**src/rtl/serialize_seq_pkg.sv**
```systemverilog
// Shared types and sizing helpers for the serialize load/shift sequencer.
// SERIALIZE_SEQ_PARITY_EN appends one even-parity bit to every frame.
package serialize_seq_pkg;

    typedef enum logic [1:0] {
        ST_IDLE  = 2'd0,
        ST_LOAD  = 2'd1,
        ST_SHIFT = 2'd2,
        ST_GAP   = 2'd3
    } state_t;

`ifdef SERIALIZE_SEQ_PARITY_EN
    localparam int PARITY_BITS = 1;
`else
    localparam int PARITY_BITS = 0;
`endif

    // Index range must also cover the optional parity slot at WIDTH.
    function automatic int idx_width(input int width);
        return $clog2(width + 1);
    endfunction

    function automatic int frame_bits(input int width);
        return width + PARITY_BITS;
    endfunction

endpackage

```
**src/rtl/serialize_seq_period_cnt.sv**
```systemverilog
// Modulo-MOD cycle counter with synchronous clear; reports whether the
// coming cycle will be the terminal one so the owner can register its strobes.
module serialize_seq_period_cnt
    import serialize_seq_pkg::*;
#(
    parameter int MOD = 1
) (
    input  logic clk,
    input  logic rst_n,
    input  logic clear,
    input  logic en,
    output logic wrap_next
);

    localparam int CW = (MOD > 1) ? $clog2(MOD) : 1;
    localparam logic [CW-1:0] LAST = CW'(MOD - 1);

    logic [CW-1:0] count;
    logic [CW-1:0] count_next;

    always_comb begin
        count_next = count;
        if (clear) begin
            count_next = '0;
        end else if (en) begin
            count_next = (count == LAST) ? '0 : count + CW'(1);
        end
    end

    always_ff @(posedge clk or negedge rst_n) begin
        if (!rst_n) begin
            count <= '0;
        end else begin
            count <= count_next;
        end
    end

    assign wrap_next = (count_next == LAST);

endmodule

```
**src/rtl/serialize_seq_ctrl.sv**
```systemverilog
// Handshaked load/shift sequencer: captures a word, strobes load, then paces
// MSB-first shift strobes. Optional parity bit via SERIALIZE_SEQ_PARITY_EN.
module serialize_seq_ctrl
    import serialize_seq_pkg::*;
#(
    parameter int WIDTH = 4,
    parameter int DIV   = 1,
    parameter int GAP   = 1
) (
    input  logic                          input_clock_clk,
    input  logic                          input_push_button_rst_n,
    input  logic                          input_word_valid,
    input  logic [WIDTH-1:0]              input_word_data,
    output logic                          output_word_ready,
    output logic                          output_load,
    output logic                          output_shift,
    output logic                          output_sdata,
    output logic                          output_bit_valid,
    output logic                          output_last,
    output logic                          output_busy,
    output logic [idx_width(WIDTH)-1:0]   output_bit_idx
);

    localparam int IDX_W = idx_width(WIDTH);
    localparam int NBITS = frame_bits(WIDTH);
    localparam logic [IDX_W-1:0] LAST_IDX = IDX_W'(NBITS - 1);

    state_t                  state;
    logic [WIDTH-1:0]        shadow;
    logic [(1<<IDX_W)-1:0]   frame;
    logic [IDX_W-1:0]        next_idx;
    logic                    div_wrap_next;
    logic                    gap_wrap_next;
    logic                    gap_end;

    // Frame bits laid out in transmit order so bit_idx addresses them directly.
    always_comb begin
        frame = '0;
        for (int i = 0; i < WIDTH; i++) begin
            frame[i] = shadow[WIDTH-1-i];
        end
`ifdef SERIALIZE_SEQ_PARITY_EN
        frame[WIDTH] = ^shadow;
`endif
    end

    assign next_idx = output_bit_idx + IDX_W'(1);

    serialize_seq_period_cnt #(.MOD(DIV)) u_div_cnt (
        .clk       (input_clock_clk),
        .rst_n     (input_push_button_rst_n),
        .clear     (state == ST_LOAD),
        .en        (state == ST_SHIFT),
        .wrap_next (div_wrap_next)
    );

    serialize_seq_period_cnt #(.MOD((GAP > 0) ? GAP : 1)) u_gap_cnt (
        .clk       (input_clock_clk),
        .rst_n     (input_push_button_rst_n),
        .clear     (state != ST_GAP),
        .en        (1'b1),
        .wrap_next (gap_wrap_next)
    );

    // The registered shift strobe doubles as "this is the bit's last cycle".
    always_ff @(posedge input_clock_clk or negedge input_push_button_rst_n) begin
        if (!input_push_button_rst_n) begin
            state             <= ST_IDLE;
            shadow            <= '0;
            output_word_ready <= 1'b1;
            output_load       <= 1'b0;
            output_shift      <= 1'b0;
            output_sdata      <= 1'b0;
            output_bit_valid  <= 1'b0;
            output_last       <= 1'b0;
            output_busy       <= 1'b0;
            output_bit_idx    <= '0;
            gap_end           <= 1'b0;
        end else begin
            case (state)
                ST_IDLE: begin
                    if (input_word_valid && output_word_ready) begin
                        shadow            <= input_word_data;
                        state             <= ST_LOAD;
                        output_word_ready <= 1'b0;
                        output_load       <= 1'b1;
                        output_busy       <= 1'b1;
                    end
                end
                ST_LOAD: begin
                    state            <= ST_SHIFT;
                    output_load      <= 1'b0;
                    output_bit_valid <= 1'b1;
                    output_bit_idx   <= '0;
                    output_sdata     <= frame[0];
                    output_last      <= (LAST_IDX == '0);
                    output_shift     <= div_wrap_next;
                end
                ST_SHIFT: begin
                    if (output_shift && (output_bit_idx == LAST_IDX)) begin
                        output_bit_valid <= 1'b0;
                        output_shift     <= 1'b0;
                        output_last      <= 1'b0;
                        output_sdata     <= 1'b0;
                        if (GAP > 0) begin
                            state   <= ST_GAP;
                            gap_end <= gap_wrap_next;
                        end else begin
                            state             <= ST_IDLE;
                            output_busy       <= 1'b0;
                            output_word_ready <= 1'b1;
                            output_bit_idx    <= '0;
                        end
                    end else if (output_shift) begin
                        output_bit_idx <= next_idx;
                        output_sdata   <= frame[next_idx];
                        output_last    <= (next_idx == LAST_IDX);
                        output_shift   <= div_wrap_next;
                    end else begin
                        output_shift <= div_wrap_next;
                    end
                end
                ST_GAP: begin
                    if (gap_end) begin
                        state             <= ST_IDLE;
                        output_busy       <= 1'b0;
                        output_word_ready <= 1'b1;
                        output_bit_idx    <= '0;
                        gap_end           <= 1'b0;
                    end else begin
                        gap_end <= gap_wrap_next;
                    end
                end
                default: state <= ST_IDLE;
            endcase
        end
    end

endmodule

```
**config.mk**
```make
export PLATFORM = sky130hd
export DESIGN_NAME = serialize_seq_ctrl
export DESIGN_NICKNAME = d
export VERILOG_FILES = /design/src/rtl/serialize_seq_pkg.sv /design/src/rtl/serialize_seq_period_cnt.sv /design/src/rtl/serialize_seq_ctrl.sv
export SDC_FILE = /design/constraint.sdc
export NUM_CORES = 1
export LEC_CHECK = 0
export CAP_MARGIN = 20
export CORE_MARGIN = 2
export CORE_UTILIZATION = 54
export CTS_CLUSTER_SIZE = 25
export DETAILED_ROUTE_END_ITERATION = 10
export DONT_BUFFER_PORTS = 1
export PLACE_DENSITY = 0.82
export SYNTH_ARGS = -nofsm -noshare
export SYNTH_HDL_FRONTEND = slang
export SYNTH_SLANG_ARGS = --single-unit
```
**constraint.sdc**
```tcl
create_clock -name input_clock_clk -period 1.6 [get_ports input_clock_clk]
set_input_delay 0 -clock input_clock_clk [delete_from_list [all_inputs] [get_ports input_clock_clk]]
set_output_delay 0 -clock input_clock_clk [all_outputs]
set_load 0.05 [all_outputs]
```
==> out/qor.txt <==
Post-route DRC -> 2
final WL -> 2410 µm
leak pwr -> 0.621 nW
post-place setup slack -> -0.0348 ns
worst-case reg-to-reg path depth -> 5
Setup Skew -> 0.0140 ns
Fmax achieved -> 619 MHz
syn_area_per_cell -> 11.7 µm²
vias in the first global route -> 844
Final Hold Viols -> 0
TritonCTS buffer count -> 3
Synth Flop Type -> dfrtp_1
delay-heaviest family, CP -> flip-flops
Pwr per Cell Area -> 530 mW/mm²
CP Launch Type -> flop
Die X -> 46.2 µm
Max Buffers Root-to-Sink -> 2
top cell type's share of synthesized area -> 44.2%
switch share -> 20.9%
H-tree Lvls -> 1
post-synth top area cell -> dfrtp_1
first-pass GRT wire length -> 3800 µm
Worst-path clk slew -> 0.10 ns
WL/cell -> 17.1 µm
Critical Path RT -> 1.80 ns
Yosys Warn Count -> 0
Syn Nets -> 96
RSZ-0062 raised after global routing -> true
VDD IR-drop max -> 0.645 mV
Crit Path Max Fanout -> 6
Std-Cell Core Area -> 0.00171 mm²
Gate power share -> 3.3%
Net Switching -> 0.149 mW
root buf cell -> clkbuf_4
Rel. slew slack -> 47.0%
critical path, cell by cell -> buf_6 > ha_4 > a21boi_2 > nor3_2 > mux2_1
sequential-to-total area share from yosys stat -> 46.9%
pin count of the biggest net entering global routing -> 19
Worst setup EP type -> flop
via count -> 753
FP Rows -> 15
GR Overflow Total -> 0
crit path kind -> reg -> reg
Tcrit/Tclk final -> 101%
asr flop ratio synth -> 100%
critical path arrival -> 1.82 ns
Vias/cell -> 5.34
GRT Total Usage -> 26.6%
Max Slew Vio Count -> 0
CTS tree -> built
layout cell share with drive strength beyond 1 -> 42.2%
dpl cells -> 124
Post-DP HPWL -> 1520 µm
clock power share -> 32.9%
I/O Pins -> 17
crit-path max cell delay -> 0.43 ns
Finished Layout Cells -> 141
Max stage delay cell, worst path -> dfrtp_1
Die ar. -> 0.00214 mm²
die height -> 46.2 µm
HP Class -> in -> reg
top-count cell post-synth -> dfrtp_1
Port Buf Inserts -> 0
ANT cells -> 0
hold depth -> 3
Commonest cells post-synth -> 17 x dfrtp_1, 8 x inv_1, 7 x ha_1, 6 x a21oi_1, 6 x nand2_1
total of max-cap violations -> 0
Buf+Inv Stages, Crit Path -> 1
synth unique cells -> 31
Final setup viols -> 4
Final #Nets -> 131
Sink Count -> 18
post-layout minimum cycle time -> 1.62 ns
Seq pwr share -> 63.8%
flops & latches, synth -> 18
Final WS setup -> -0.0160 ns
Gate Count Post-Synth -> 82
initial antenna violation count -> 0
GP Congestion -> 0.817
Starting Density -> 56.4%
drt initial violations -> 15
synth top area cells -> dfrtp_1 44%, ha_1 9.1%, mux2_1 5.8%
number of detailed-route iterations in the first pass -> 8
status -> finished, violations left
synthesis-to-layout area growth -> 39.6%
Synth Cell Area -> 963 µm²
Internal -> 0.564 mW
number of synthesized flops with an enable pin -> 0
worst skew pair latency -> 0.31 ns
Worst Max-Slew Pin Slew -> 0.793 ns
Routed Antenna Nets -> 0
Crit path depth -> 5
failing checks -> DRC, setup timing
## placed cells by master (no fill, tap or decap), types with 2 or more instances in the layout
cell type,n
clkbuf_4,3
a21oi_1,6
mux2i_1,3
dfrtp_2,3
ha_1,2
buf_4,22
buf_6,2
a31oi_1,2
a21boi_2,2
dlygate4sd3_1,7
mux2_1,5
nand2_1,6
mux2_2,2
ha_4,4
dfrtp_1,14
o21ai_1,2
nor2_1,3
inv_1,8
## tightest hold or removal path, cell delays in order
cell	delay, ns
nand2_1	0.06
mux2i_1	0.07
o2bb2ai_1	0.14
## final cells by class
type                       count  area (µm²)
tap                           25        31.3
inverter                       8        30.0
clock buffer                   4        26.3
timing repair buffer          31         258
fill                         105         363
sequential                    18         455
multi-input combinational     55         544
## power by group through the flow
| stage | sequential (mW) | clock (mW) | combinational (mW) |
|---|---|---|---|
| detailed placement | 0.464 | 0 | 0.000800 |
| finish | 0.455 | 0.234 | 0.0236 |
| CTS | 0.455 | 0.245 | 0.0216 |
| global route | 0.455 | 0.263 | 0.0273 |
| floorplan | 0.464 | 0 | 0.000653 |
| global placement | 0.464 | 0 | 0.000664 |
## per-layer routing
layer	routed length (µm)	share of wire, %	vias to the layer above	GRT usage, %
met5	0	0	-	0
met4	55	2.3	0	9.71
met3	99	4.1	7	7.45
met2	1360	56	19	47.5
met1	896	37	371	29.6
li1	-	-	356	-
## state kept, by name, summed over array words and instances, names as in the netlist
name	count
shadow	4
output_busy	1
output_load	1
output_sdata	1
gap_end	1
output_bit_valid	1
output_shift	1
output_word_ready	1
output_bit_idx	3
state	2
u_div_cnt.count	1
output_last	1
## through the flow
stage	utilization, %	hold slack, ns	TNS [ns]	total power [mW]	area (µm²)
finish	78.8	0.0198	-0.0472	0.713	1350
global route	78.8	0.0271	-0.349	0.745	1350
CTS	74.9	0.00364	-0.116	0.721	1280
detailed placement	67.8	-0.295	-0.0369	0.464	1160
global placement	67.8	-0.295	0	0.464	1160
floorplan	-	-0.296	-0.242	0.464	997
## kinds of logic (layout without fill, tap and decap cells)
group                      Yosys count  in the layout  share of synthesized area [%]
and+or+nand+nor                     19             19                           11.7
adders and majority gates            7              7                           9.09
buffers and inverters                9             43                           3.64
DFF                                 18             18                           46.9
AOI/OAI and AO/OA                   17             17                           13.5
muxes                               12             12                           15.2
## worst paths after layout
kind / start / endpoint / slack, ns
min in group asynchronous: input_push_button_rst_n / output_bit_valid / 0.21
worst max-delay path: state[1] / state[1] / -0.02
worst min-delay path: input_word_valid / output_load / 0.02
worst min register to register: shadow[2] / shadow[2] / 0.50
max in group asynchronous: input_push_button_rst_n / output_bit_idx[0] / 0.83
worst max register to register: state[1] / state[1] / -0.02
## repair_timing
item / in CTS / in global routing
hold endpoints to repair: 24 / 4
hold buffers: 6 / 1
pin swaps: 2 / 2
setup buffers: 2 / 4
endpoints found under the setup margin: 6 / 10
resized for setup: 3 / 5
Power figures use the tool's default switching activity.
